`src/rtl/uart_pkg.sv`:
```
// Shared definitions for the UART AXI4-Lite command master: register offsets,
// AXI response codes, the master FSM state type and the command legality rule.
package uart_pkg;

  localparam logic [3:0] UART_REG_EN   = 4'h0;
  localparam logic [3:0] UART_REG_BAUD = 4'h4;
  localparam logic [3:0] UART_REG_DATA = 4'h8;
  localparam logic [3:0] UART_REG_STAT = 4'hC;

  localparam logic [1:0] RESP_OKAY   = 2'b00;
  localparam logic [1:0] RESP_EXOKAY = 2'b01;
  localparam logic [1:0] RESP_SLVERR = 2'b10;
  localparam logic [1:0] RESP_DECERR = 2'b11;

  typedef enum logic [2:0] {
    ST_IDLE,
    ST_WR_REQ,
    ST_WR_RESP,
    ST_RD_REQ,
    ST_RD_DATA,
    ST_RSP
  } state_t;

  // Misaligned offsets and writes to the read-only STATUS register are illegal
  function automatic logic offset_illegal(input logic write, input logic [3:0] offset);
    return (offset[1:0] != 2'b00) || (write && (offset == UART_REG_STAT));
  endfunction

endpackage

```
`src/rtl/uart_axil_master.sv`:
```
// AXI4-Lite initiator turning command requests into single-beat register
// accesses on the UART register bank, one transaction outstanding at a time.
// Optional feature: define UART_AXIL_ADDR_CHECK_EN to reject misaligned
// offsets and STATUS writes with SLVERR before any bus activity.
module uart_axil_master
  import uart_pkg::*;
#(
  parameter int unsigned       ADDR_W    = 32,
  parameter int unsigned       DATA_W    = 32,
  parameter logic [ADDR_W-1:0] BASE_ADDR = '0
) (
  input  logic              clk,
  input  logic              rst,
  input  logic              cmd_valid,
  output logic              cmd_ready,
  input  logic              cmd_write,
  input  logic [3:0]        cmd_offset,
  input  logic [DATA_W-1:0] cmd_wdata,
  output logic              rsp_valid,
  input  logic              rsp_ready,
  output logic [DATA_W-1:0] rsp_rdata,
  output logic [1:0]        rsp_resp,
  output logic [ADDR_W-1:0] m_awaddr,
  output logic              m_awvalid,
  input  logic              m_awready,
  output logic [DATA_W-1:0] m_wdata,
  output logic [3:0]        m_wstrb,
  output logic              m_wvalid,
  input  logic              m_wready,
  input  logic [1:0]        m_bresp,
  input  logic              m_bvalid,
  output logic              m_bready,
  output logic [ADDR_W-1:0] m_araddr,
  output logic              m_arvalid,
  input  logic              m_arready,
  input  logic [DATA_W-1:0] m_rdata,
  input  logic [1:0]        m_rresp,
  input  logic              m_rvalid,
  output logic              m_rready
);

  state_t            state;
  logic              aw_done;
  logic              w_done;
  logic              aw_fire;
  logic              w_fire;
  logic [ADDR_W-1:0] cmd_addr;

  assign cmd_addr = BASE_ADDR + ADDR_W'({cmd_offset[3:2], 2'b00});
  assign aw_fire  = m_awvalid && m_awready;
  assign w_fire   = m_wvalid && m_wready;
  assign m_wstrb  = 4'hF;

`ifndef UART_AXIL_ADDR_CHECK_EN
  // Low offset bits are dropped when the legality check is not built in
  logic unused_offset_lsbs;
  assign unused_offset_lsbs = ^cmd_offset[1:0];
`endif

  // Command FSM; every handshake output is a register driven from here
  always_ff @(posedge clk) begin
    if (rst) begin
      state     <= ST_IDLE;
      cmd_ready <= 1'b0;
      aw_done   <= 1'b0;
      w_done    <= 1'b0;
      m_awaddr  <= '0;
      m_awvalid <= 1'b0;
      m_wdata   <= '0;
      m_wvalid  <= 1'b0;
      m_bready  <= 1'b0;
      m_araddr  <= '0;
      m_arvalid <= 1'b0;
      m_rready  <= 1'b0;
      rsp_valid <= 1'b0;
      rsp_rdata <= '0;
      rsp_resp  <= RESP_OKAY;
    end else begin
      case (state)
        ST_IDLE: begin
          if (cmd_valid && cmd_ready) begin
            cmd_ready <= 1'b0;
`ifdef UART_AXIL_ADDR_CHECK_EN
            if (offset_illegal(cmd_write, cmd_offset)) begin
              rsp_valid <= 1'b1;
              rsp_rdata <= '0;
              rsp_resp  <= RESP_SLVERR;
              state     <= ST_RSP;
            end else
`endif
            if (cmd_write) begin
              m_awaddr  <= cmd_addr;
              m_wdata   <= cmd_wdata;
              m_awvalid <= 1'b1;
              m_wvalid  <= 1'b1;
              aw_done   <= 1'b0;
              w_done    <= 1'b0;
              state     <= ST_WR_REQ;
            end else begin
              m_araddr  <= cmd_addr;
              m_arvalid <= 1'b1;
              state     <= ST_RD_REQ;
            end
          end else begin
            cmd_ready <= 1'b1;
          end
        end
        ST_WR_REQ: begin
          if (aw_fire) begin
            m_awvalid <= 1'b0;
            aw_done   <= 1'b1;
          end
          if (w_fire) begin
            m_wvalid <= 1'b0;
            w_done   <= 1'b1;
          end
          // Done flags cover channels that finished earlier; fire covers this cycle
          if ((aw_done || aw_fire) && (w_done || w_fire)) begin
            m_bready <= 1'b1;
            state    <= ST_WR_RESP;
          end
        end
        ST_WR_RESP: begin
          if (m_bvalid) begin
            m_bready  <= 1'b0;
            rsp_valid <= 1'b1;
            rsp_rdata <= '0;
            rsp_resp  <= m_bresp;
            state     <= ST_RSP;
          end
        end
        ST_RD_REQ: begin
          if (m_arready) begin
            m_arvalid <= 1'b0;
            m_rready  <= 1'b1;
            state     <= ST_RD_DATA;
          end
        end
        ST_RD_DATA: begin
          if (m_rvalid) begin
            m_rready  <= 1'b0;
            rsp_valid <= 1'b1;
            rsp_rdata <= m_rdata;
            rsp_resp  <= m_rresp;
            state     <= ST_RSP;
          end
        end
        ST_RSP: begin
          if (rsp_ready) begin
            rsp_valid <= 1'b0;
            cmd_ready <= 1'b1;
            state     <= ST_IDLE;
          end
        end
        default: begin
          cmd_ready <= 1'b0;
          state     <= ST_IDLE;
        end
      endcase
    end
  end

endmodule

```
`config.mk`:
```
export PLATFORM = sky130hd
export DESIGN_NAME = uart_axil_master
export DESIGN_NICKNAME = d
export VERILOG_FILES = /design/src/rtl/uart_pkg.sv /design/src/rtl/uart_axil_master.sv
export SDC_FILE = /design/constraint.sdc
export NUM_CORES = 1
export LEC_CHECK = 0
export CAP_MARGIN = 20
export CORE_UTILIZATION = 35
export CTS_CLUSTER_DIAMETER = 100
export DETAILED_ROUTE_END_ITERATION = 8
export PLACE_DENSITY = 0.75
export REMOVE_ABC_BUFFERS = 1
export SYNTH_ARGS = -nofsm -noshare
export SYNTH_HDL_FRONTEND = slang
export SYNTH_SLANG_ARGS = --single-unit
```
`constraint.sdc`:
```
create_clock -name clk -period 1.4 [get_ports clk]
set_input_delay 0.28 -clock clk [delete_from_list [all_inputs] [get_ports clk]]
set_output_delay 0.28 -clock clk [all_outputs]
set_load 0.03 [all_outputs]
```
# After elaboration in Yosys (flattened, before gate mapping)
# Cells that the tools add are included.
# Widths: inputs -> output; s select.
[totals] ff_bits=82 inputBits=82 output_inout_bits=141 elab_cells=100
[classes] n_eq_ne=15 muxes=43 n_bitwise=2 n_reduce_logical=25
[op_table] operator="$mux 32" count=2
[op_table] operator="$pmux 32 s2" count=1
[op_table] operator="$mux 1" count=20
[op_table] operator="$ne 2x2->1 const B" count=10
[op_table] operator="$mux 3" count=6
[op_table] operator="$pmux 3 s6" count=1
[op_table] operator="$reduce_and 4->1" count=4
[op_table] operator="$reduce_and 3->1" count=5
[op_table] operator="$pmux 1 s2" count=7
[op_table] operator="$reduce_bool 2->1" count=5
[op_table] operator="$eq 3x2->1 const B" count=2
[op_table] operator="$eq 3x3->1 const B" count=2
[op_table] operator="$mux 2" count=3
[op_table] operator="$pmux 1 s3" count=2
[op_table] operator="$reduce_and 6->1" count=1
[op_table] operator="$logic_and 1x1->1" count=4
[op_table] operator="$pmux 2 s2" count=1
[op_table] operator="$reduce_or 4->1" count=1
[op_table] operator="$eq 3x1->1 const B" count=1
[op_table] operator="$logic_not 3->1" count=1
[op_table] operator="$reduce_bool 3->1" count=1
[op_table] operator="$logic_or 1x1->1" count=2
[op_table] operator="$not 1->1" count=2
[op_table] operator="$reduce_and 2->1" count=1

# Depth between registers and ports, before layout
# Gate-level depths: netlist (run 1).
[logic_depth] depth_word=5 depth_mapped=7 ltp_nobuf=4

# Least setup slack after synthesis (run 1)
# Ideal clock, no wire load.
[synth_timing] path_type="reg2reg" from="reg cmd_ready" to="reg m_araddr[2]" setup_ns=0.128 arrival_time_ns=1.365 required_time_ns=1.272 path_slack_ns=-0.093 stages_incl_launch_ff=6 path_buffers=1 synth_period_minus_slack_ns=1.493 path_cell_list="dfxtp_1 > clkbuf_1 > nand2_1 > nor3b_2 > mux2i_1 > nor2_1"
[synth_via] elab_chain_cells=2
[synth_rtl] element="start, declared" line_no="uart_axil_master.sv:15" text="output logic cmd_ready,"
[synth_rtl] element="start signal, assigned" line_no="uart_axil_master.sv:64" text="cmd_ready <= 1'b0;"
[synth_rtl] element="start signal, assigned" line_no="uart_axil_master.sv:82" text="cmd_ready <= 1'b0;"
[synth_rtl] element="start signal, assigned" line_no="uart_axil_master.sv:105" text="cmd_ready <= 1'b1;"
[synth_rtl] element="$logic_and 1x1->1" line_no="uart_axil_master.sv:81" text="if (cmd_valid && cmd_ready) begin"
[synth_rtl] element="$reduce_and 3->1 (no line)"
[synth_rtl] element="end signal, assigned" line_no="uart_axil_master.sv:100" text="m_araddr <= cmd_addr;"
[synth_rtl] element="end, declared" line_no="uart_axil_master.sv:33" text="output logic [ADDR_W-1:0] m_araddr,"
# Every way passes these cells.
# A chain may end at the register's enable or synchronous reset.

# Worst setup path in the final report (run 1)
[layout_timing] from="reg state[1]" to="reg rsp_rdata[3]"
[layout_via] elab_chain_cells=3 elab_cells_between_ends=7 classes_between="eq/ne (4); mux (1); reduce/logical (2)"
[layout_rtl] element="start, declared" line_no="uart_axil_master.sv:42" text="state_t state;"
[layout_rtl] element="start signal, assigned" line_no="uart_axil_master.sv:63" text="state <= ST_IDLE;"
[layout_rtl] element="start signal, assigned" line_no="uart_axil_master.sv:98" text="state <= ST_WR_REQ;"
[layout_rtl] element="start signal, assigned" line_no="uart_axil_master.sv:102" text="state <= ST_RD_REQ;"
[layout_rtl] element="$eq 3x3->1 / $eq 3x2->1 (equally long branches)" line_no="uart_axil_master.sv:79" text="case (state)"
[layout_rtl] element="$ne 2x2->1 (no line) / $reduce_bool 2->1 (equally long branches)"
[layout_rtl] element="$reduce_and 3->1 (no line)"
[layout_rtl] element="end signal, assigned" line_no="uart_axil_master.sv:143" text="rsp_rdata <= m_rdata;"
[layout_rtl] element="end, declared" line_no="uart_axil_master.sv:21" text="output logic [DATA_W-1:0] rsp_rdata,"
# Parallel ways exist; a longest one is shown, timed or not.

==> results of run 1 <==
-- Yosys cell counts (2+ instances only) --
cell type,count
dfxtp_1,82
nand2_1,73
buf_4,70
nor2_1,46
a21oi_1,41
mux2i_1,38
and2_1,33
clkbuf_1,14
nor3_1,7
a31oi_1,6
buf_2,4
nor2b_1,4
o21ai_0,4
a311oi_1,3
buf_8,3
a211oi_2,2
a21o_1,2
buf_6,2
conb_1,2
nand2b_1,2
nand3b_1,2
o31ai_1,2
-- registers in the layout, summed over array words and instances (netlist names) --
signal / count
aw_done: 1
rsp_valid: 1
w_done: 1
state: 3
m_awaddr: 2
m_rready: 1
m_arvalid: 1
m_araddr: 2
rsp_rdata: 32
m_wdata: 32
m_awvalid: 1
rsp_resp: 2
m_wvalid: 1
m_bready: 1
cmd_ready: 1
-- power by group --
part / internal, µW / switching [µW]
clock: 1110 / 898
sequential: 2520 / 181
combinational: 1510 / 1730
-- cells by family after synthesis --
| logic type | Yosys count | share of synthesized area |
|---|---|---|
| and+or+nand+nor | 172 | 0.204 |
| buffers and inverters | 94 | 0.172 |
| DFF | 82 | 0.421 |
| AOI/OAI and AO/OA | 66 | 0.101 |
| muxes | 39 | 0.100 |
| other | 2 | 0.00193 |
-- layer usage --
| metal | track usage | part of all wire | vias up |
|---|---|---|---|
| met5 | 0 | 0 | - |
| met4 | 0.0509 | 0.013 | 0 |
| met3 | 0.0708 | 0.080 | 14 |
| met2 | 0.291 | 0.52 | 162 |
| met1 | 0.186 | 0.39 | 1700 |
| li1 | - | - | 1739 |
-- critical path, delay by kind of cell, from the launching register on --
family / cells / cell delay [ns]
flops: 1 / 0.36
simple gates: 2 / 0.30
compound gates: 1 / 0.25
mux: 1 / 0.19
buf+inv: 2 / 0.31
-- final timing paths --
check | from | to | slack, ns | cells past startpoint
max | state[1]$_SDFFE_PP0P_ | rsp_rdata[3]$_SDFFE_PP0P_ | -0.11 | 6
min | rst | state[2]$_SDFFE_PP0P_ | 0.29 | 2
max reg2reg | state[1]$_SDFFE_PP0P_ | rsp_rdata[3]$_SDFFE_PP0P_ | -0.11 | 6
min reg2reg | m_wdata[13]$_SDFFE_PP0P_ | m_wdata[13]$_SDFFE_PP0P_ | 0.46 | 2
-- timing repair --
item / CTS / global route
setup endpoints to repair: 143 / 140
gates cloned: 0 / 15
hold endpoints to repair: 0 / 0
buffers inserted: 0 / 4
resized for setup: 97 / 187
pin swaps: 0 / 40
hold buffers: 0 / 0
-- per-stage QoR --
stage | instances | hold slack (ns) | instance area, µm²
2_1_floorplan | 424 | 0.345 | 3470
3_3_place_gp | 750 | 0.442 | 5570
3_5_place_dp | 750 | 0.446 | 5570
4_1_cts | 766 | 0.267 | 5760
5_1_grt | 785 | 0.285 | 6260
6_report | 785 | 0.292 | 6260
-- cell type report --
| cell class | instances | area [µm²] | area share |
|---|---|---|---|
| multi-input combinational | 341 | 2160 | 0.345 |
| timing repair buffer | 205 | 2040 | 0.326 |
| sequential | 82 | 1650 | 0.263 |
| tap | 140 | 175 | 0.0280 |
| clock buffer | 11 | 151 | 0.0242 |
| clock inverter | 5 | 85.1 | 0.0136 |
| inverter | 1 | 3.75 | 0.000600 |
-- layout by cell type (no fill, tap or decap), types with 3 or more instances in the layout --
master,n
a21oi_1,17
a21oi_2,24
a311oi_1,3
a31oi_1,6
and2_1,33
buf_12,14
buf_4,26
buf_6,5
buf_8,3
clkbuf_16,8
clkbuf_2,45
clkbuf_8,11
clkdlybuf4s15_1,21
clkdlybuf4s50_1,78
conb_1,64
dfxtp_1,79
mux2i_1,38
nand2_1,37
nand2_2,13
nand2_4,23
nor2_1,45
nor3_1,7
o21ai_0,4
==> impl_metrics.prom, run 1 <==
# TYPE chip_impl_metric gauge
chip_impl_info{name="status",value="finished with violations"} 1
chip_impl_info{name="violations",value="negative setup slack"} 1
chip_impl_info{name="yosys_most_used_dff",value="dfxtp_1"} 1
chip_impl_metric{name="number_of_global_route_vias_before_repair",unit=""} 3331
chip_impl_metric{name="gr-total-overflow",unit=""} 0
chip_impl_metric{name="tritoncts_num_sinks",unit=""} 82
chip_impl_metric{name="finalHoldViolations",unit=""} 0
chip_impl_metric{name="synthCells",unit=""} 455
chip_impl_metric{name="vias_per_cell",unit=""} 4.61
chip_impl_metric{name="grtUsageTotal",unit=""} 0.168
chip_impl_metric{name="row_count",unit=""} 38
chip_impl_metric{name="layout.filler_cells",unit=""} 950
chip_impl_metric{name="post_dr_wirelength_cell",unit="µm"} 14.8
chip_impl_metric{name="clock.fmax",unit="GHz"} 0.662
chip_impl_info{name="cts_tree",value="built"} 1
chip_impl_metric{name="total_die_area",unit="µm²"} 11600
chip_impl_info{name="min-delay-path-class",value="in -> reg"} 1
chip_impl_metric{name="worst-endpoint-arrival",unit="ns"} 1.75
chip_impl_metric{name="drcViolationCount",unit=""} 0
chip_impl_metric{name="place_hpwl",unit="mm"} 7.05
chip_impl_metric{name="grt_max_degree",unit=""} 46
chip_impl_metric{name="setup_viol_count_final",unit=""} 61
chip_impl_metric{name="final_core_utilization",unit=""} 0.577
chip_impl_metric{name="die_x",unit="µm"} 108
chip_impl_metric{name="p_total",unit="µW"} 7960
chip_impl_metric{name="cp_data_required_time",unit="ns"} 1.64
chip_impl_metric{name="cts-root-to-sink-buffers",unit=""} 2
chip_impl_info{name="cts_root_buf",value="clkbuf_8"} 1
chip_impl_metric{name="max_capacitance_violation_total",unit=""} 0
chip_impl_metric{name="worstPathMaxFanout",unit=""} 9
chip_impl_info{name="setup.worst_path.end_class",value="register"} 1
chip_impl_metric{name="final.min_clock_period",unit="ns"} 1.51
chip_impl_metric{name="synthesis.area",unit="µm²"} 3900
chip_impl_metric{name="synth.distinct_cells",unit=""} 35
chip_impl_metric{name="yosys.area.top_type_share",unit=""} 0.421
chip_impl_metric{name="top_level_pins",unit=""} 223
chip_impl_metric{name="port-buffer-count",unit=""} 156
chip_impl_metric{name="cpPeakStageDelay",unit="ns"} 0.36
chip_impl_metric{name="cts-buffers-inserted",unit=""} 9
chip_impl_metric{name="report.final.slew_viol_count",unit=""} 0
chip_impl_metric{name="route.vias.total",unit=""} 3615
chip_impl_metric{name="p_per_area",unit="nW/µm²"} 1270
chip_impl_info{name="worst_path_max_delay_cell",value="dfxtp_2"} 1
chip_impl_metric{name="synth_edf_count",unit=""} 0
chip_impl_metric{name="start_util",unit=""} 0.360
chip_impl_metric{name="dp_worst_setup_slack",unit="ns"} -0.442
chip_impl_metric{name="ys_seq_area_frac",unit=""} 0.421
chip_impl_metric{name="vert_die_dim",unit="µm"} 108
chip_impl_metric{name="yosysWarnings",unit=""} 0
chip_impl_info{name="leading_area_contributor_after_synthesis",value="dfxtp_1"} 1
chip_impl_info{name="critPathKind",value="reg -> reg"} 1
chip_impl_info{name="top_area_cells_in_the_synthesized_netlist",value="dfxtp_1 (42%), buf_4 (13%), mux2i_1 (9.7%)"} 1
chip_impl_metric{name="tns",unit="ns"} -3.02
chip_impl_metric{name="layout_setup_ws",unit="ns"} -0.112
chip_impl_metric{name="core-area",unit="µm²"} 10800
chip_impl_metric{name="leakage",unit="µW"} 0.00256
chip_impl_metric{name="routed_wl",unit="mm"} 11.6
chip_impl_metric{name="first_iter_violations",unit=""} 124
chip_impl_metric{name="antenna_violating_nets_left",unit=""} 0
chip_impl_metric{name="finalWeightedCongestion",unit=""} 0.851
chip_impl_metric{name="detailedRoute.firstPassIterationCount",unit=""} 4
chip_impl_metric{name="min_period_over_period",unit=""} 1.08
chip_impl_metric{name="antenna_found_initial",unit=""} 0
chip_impl_metric{name="diode_count",unit=""} 0
chip_impl_metric{name="ctsHtreeMaxLevel",unit=""} 3
chip_impl_info{name="worstSetupStartpointType",value="register"} 1
chip_impl_info{name="path_cells",value="nand3b_1 > a21oi_4 > buf_12 > buf_8 > mux2i_1 > nor2_1"} 1
chip_impl_metric{name="grt_pass1_wl",unit="mm"} 15.4
chip_impl_metric{name="async_reset_ff_frac",unit=""} 0
chip_impl_metric{name="clk_transition_reported_paths",unit="ns"} 0.09
chip_impl_metric{name="clk-insertion-delay-late",unit="ns"} 0.34
chip_impl_metric{name="power.ir.vdd_worst",unit="µV"} 700
chip_impl_metric{name="ys_ff_latch",unit=""} 82
chip_impl_info{name="grt_setup_unrepaired",value="yes"} 1
chip_impl_metric{name="nNetsFinal",unit=""} 722
chip_impl_metric{name="share_of_layout_cells_above_drive_strength_1",unit=""} 0.302
chip_impl_metric{name="fin_clk_skew",unit="ns"} 0.00668
chip_impl_metric{name="synth.avg_cell_area",unit="µm²"} 8.57
chip_impl_metric{name="syn_to_final_growth",unit="%"} 60.4
Power figures use the tool's default switching activity.
==> inputs of run 2 (changes only) <==
--- a/config.mk
+++ b/config.mk
@@ -6,6 +6,7 @@
 export NUM_CORES = 1
 export LEC_CHECK = 0
 export CAP_MARGIN = 20
+export CORE_MARGIN = 4
 export CORE_UTILIZATION = 35
 export CTS_CLUSTER_DIAMETER = 100
 export DETAILED_ROUTE_END_ITERATION = 8
==> run 2 against run 1 <==
Effect of this change:
- the run still ends with negative setup slack left
- clock-buffer cell count shrank 1
- non-clock buffer count shrank 5
- clock power grew 9%
- via count shrank 3.0%
- register-to-register slack is essentially flat
- critical path type unchanged
- critical endpoint is now rsp_rdata[22]$_SDFFE_PP0P_
==> impl_metrics.prom, run 2 (synthesized netlist as in run 1, its figures left out) <==
# TYPE chip_impl_metric gauge
chip_impl_info{name="top_regs",value="m_wdata x32, rsp_rdata x32, state x3"} 1
chip_impl_metric{name="met1_resource_use_gr",unit=""} 0.179
chip_impl_info{name="worstReg2RegStart",value="state[1]$_SDFFE_PP0P_"} 1
chip_impl_metric{name="cts-root-to-sink-buffers",unit=""} 2
chip_impl_metric{name="tritoncts_num_sinks",unit=""} 82
chip_impl_info{name="cts_tree",value="built"} 1
chip_impl_metric{name="fin_clk_skew",unit="ns"} 0.0136
chip_impl_metric{name="gr-total-overflow",unit=""} 0
chip_impl_metric{name="core-area",unit="µm²"} 10900
chip_impl_metric{name="nNetsFinal",unit=""} 717
chip_impl_info{name="path_cells",value="nand3b_1 > a21oi_4 > buf_12 > clkbuf_16 > mux2i_1 > nor2_1"} 1
chip_impl_metric{name="path_depth",unit=""} 6
chip_impl_metric{name="ctsHtreeMaxLevel",unit=""} 3
chip_impl_metric{name="top_level_pins",unit=""} 223
chip_impl_metric{name="clk-insertion-delay-late",unit="ns"} 0.34
chip_impl_metric{name="vert_die_dim",unit="µm"} 114
chip_impl_metric{name="number_of_global_route_vias_before_repair",unit=""} 3302
chip_impl_info{name="worstSetupStartpointType",value="register"} 1
chip_impl_info{name="gr-max-usage-layer",value="met2"} 1
chip_impl_metric{name="grt_pass1_wl",unit="mm"} 16.1
chip_impl_metric{name="internal-power",unit="µW"} 5300
chip_impl_info{name="setup.worst_path.end_class",value="register"} 1
chip_impl_metric{name="min_period_over_period",unit=""} 1.07
chip_impl_metric{name="p_comb_frac",unit=""} 0.382
chip_impl_metric{name="report.final.slew_viol_count",unit=""} 0
chip_impl_metric{name="area_of_all_placed_cells_without_fillers",unit="µm²"} 5990
chip_impl_metric{name="regToRegSetupSlack",unit="ns"} -0.10
chip_impl_metric{name="diode_count",unit=""} 0
chip_impl_info{name="worst_path_max_delay_cell",value="dfxtp_4"} 1
chip_impl_metric{name="syn_to_final_growth",unit="%"} 53.6
chip_impl_metric{name="worstPathMaxFanout",unit=""} 9
chip_impl_metric{name="routed_wl",unit="mm"} 11.0
chip_impl_metric{name="p_per_area",unit="nW/µm²"} 1320
chip_impl_metric{name="finalWeightedCongestion",unit=""} 0.820
chip_impl_metric{name="fin_hold_ws",unit="ns"} 0.271
chip_impl_metric{name="placedInstanceArea",unit="µm²"} 5620
chip_impl_metric{name="grt_max_degree",unit=""} 77
chip_impl_metric{name="clock.fmax",unit="GHz"} 0.667
chip_impl_info{name="crit_path_start",value="state[1]$_SDFFE_PP0P_"} 1
chip_impl_metric{name="leakage",unit="µW"} 0.00242
chip_impl_metric{name="antenna_violating_nets_left",unit=""} 0
chip_impl_metric{name="share_of_layout_cells_above_drive_strength_1",unit=""} 0.160
chip_impl_metric{name="netSwitchingFraction",unit=""} 0.330
chip_impl_metric{name="cpPeakStageDelay",unit="ns"} 0.37
chip_impl_metric{name="switchingPower",unit="µW"} 2610
chip_impl_metric{name="total_die_area",unit="µm²"} 12900
chip_impl_metric{name="post_dr_wirelength_cell",unit="µm"} 14.1
chip_impl_info{name="end_of_the_worst_register_to_register_path",value="rsp_rdata[22]$_SDFFE_PP0P_"} 1
chip_impl_metric{name="use_met3",unit=""} 0.0610
chip_impl_metric{name="seqPwrFrac",unit=""} 0.340
chip_impl_info{name="cts_root_buf",value="clkbuf_8"} 1
chip_impl_metric{name="antenna_found_initial",unit=""} 0
chip_impl_info{name="delay_heaviest_family_cp",value="flip-flops"} 1
chip_impl_metric{name="cp_data_required_time",unit="ns"} 1.61
chip_impl_metric{name="drcViolationCount",unit=""} 0
chip_impl_metric{name="grtUsageTotal",unit=""} 0.151
chip_impl_info{name="status",value="finished with violations"} 1
chip_impl_metric{name="critical_path.n_buffers_inverters",unit=""} 2
chip_impl_metric{name="vias_per_cell",unit=""} 4.50
chip_impl_metric{name="row_count",unit=""} 38
chip_impl_metric{name="detailedRoute.firstPassIterationCount",unit=""} 4
chip_impl_metric{name="p_clk_frac",unit=""} 0.277
chip_impl_metric{name="worst-r2r-cell-count",unit=""} 6
chip_impl_info{name="grt_setup_unrepaired",value="yes"} 1
chip_impl_info{name="min-delay-path-class",value="in -> reg"} 1
chip_impl_info{name="violations",value="negative setup slack"} 1
chip_impl_metric{name="final.min_clock_period",unit="ns"} 1.50
chip_impl_metric{name="route.vias.total",unit=""} 3508
chip_impl_metric{name="worst-endpoint-arrival",unit="ns"} 1.71
chip_impl_metric{name="cts-buffers-inserted",unit=""} 9
chip_impl_metric{name="power.ir.vdd_worst",unit="µV"} 613
chip_impl_metric{name="clk_transition_reported_paths",unit="ns"} 0.08
chip_impl_metric{name="place_hpwl",unit="mm"} 7.61
chip_impl_metric{name="grtUsageMet2",unit=""} 0.258
chip_impl_metric{name="finalHoldViolations",unit=""} 0
chip_impl_info{name="critical_path_endpoint",value="rsp_rdata[22]$_SDFFE_PP0P_"} 1
chip_impl_metric{name="start_util",unit=""} 0.358
chip_impl_metric{name="die_x",unit="µm"} 114
chip_impl_info{name="layout_commonest_cell",value="dfxtp_1"} 1
chip_impl_metric{name="max_capacitance_violation_total",unit=""} 0
chip_impl_metric{name="layout_setup_ws",unit="ns"} -0.100
chip_impl_metric{name="port-buffer-count",unit=""} 156
chip_impl_info{name="commonest_cells_after_routing_fill_and_taps_aside",value="dfxtp_1 (79), clkdlybuf4s50_1 (78), nand2_1 (73)"} 1
chip_impl_info{name="critPathKind",value="reg -> reg"} 1
chip_impl_metric{name="setup_viol_count_final",unit=""} 39
chip_impl_metric{name="first_iter_violations",unit=""} 194
[run 2: changes by cell type in the layout (fill, tap and decap cells not counted), sizes merged]
cell,change
bufinv,+2
clkdlybuf4s15,+22
clkbuf,-36
clkinv,-1
inv,-1
dlygate4sd2,+10
buf,-2
[run 2: power by group through the flow]
stage	combinational (µW)	clock, µW	sequential [µW]
final	3020	2190	2690
after global routing	3230	2340	2720
after CTS	2880	2280	2670
after detailed placement	2770	0	2720
after global placement	2710	0	2710
after floorplan	1110	0	3070
[run 2: layout make-up]
type	instances	area, µm²
clock buffers	10	128
clock inverters	5	128
fillers	961	4900
inverters	1	3.75
multi-input cells	341	1880
flip-flops and latches	82	1650
well taps	140	175
repair buffers	200	2020
[run 2: worst reg2reg max path, cell delays in order, from the launching register on]
cell,delay (ns)
dfxtp_4,0.37
nand3b_1,0.23
a21oi_4,0.21
buf_12,0.15
clkbuf_16,0.17
mux2i_1,0.20
nor2_1,0.06
[run 2: worst min path at each step]
stage / start / to / cells after the start
after floorplan: rst / rsp_resp[0]$_SDFFE_PP0P_ / 1
final: rst / state[2]$_SDFFE_PP0P_ / 2
after global routing: rst / state[2]$_SDFFE_PP0P_ / 2
after global placement: m_wdata[15]$_SDFFE_PP0P_ / m_wdata[15]$_SDFFE_PP0P_ / 2
after detailed placement: m_wdata[7]$_SDFFE_PP0P_ / m_wdata[7]$_SDFFE_PP0P_ / 2
after CTS: rst / state[2]$_SDFFE_PP0P_ / 2
[run 2: layer usage]
| metal | wire (µm) | share of wire |
|---|---|---|
| met3 | 1130 | 0.10 |
| met5 | 0 | 0 |
| met2 | 5330 | 0.49 |
| met4 | 79 | 0.0072 |
| met1 | 4440 | 0.40 |
[run 2: timing repair]
item | CTS | global route
setup buffers | 3 | 1
gates resized for setup | 106 | 71
cloned | 2 | 4
pin swaps | 0 | 4
setup endpoints to repair | 146 | 127
hold buffers | 0 | 0
[run 2: per-stage QoR]
step | power [µW] | TNS [ns] | worst slack [ns] | util | instances
4_1_cts | 7840 | -3.64 | -0.0901 | 0.543 | 776
3_3_place_gp | 5420 | -21.01 | -0.377 | 0.516 | 756
2_1_floorplan | 4170 | -60.67 | -1.24 | - | 424
3_5_place_dp | 5490 | -23.44 | -0.435 | 0.516 | 756
5_1_grt | 8290 | -6.37 | -0.147 | 0.550 | 779
6_report | 7910 | -2.11 | -0.100 | 0.550 | 779
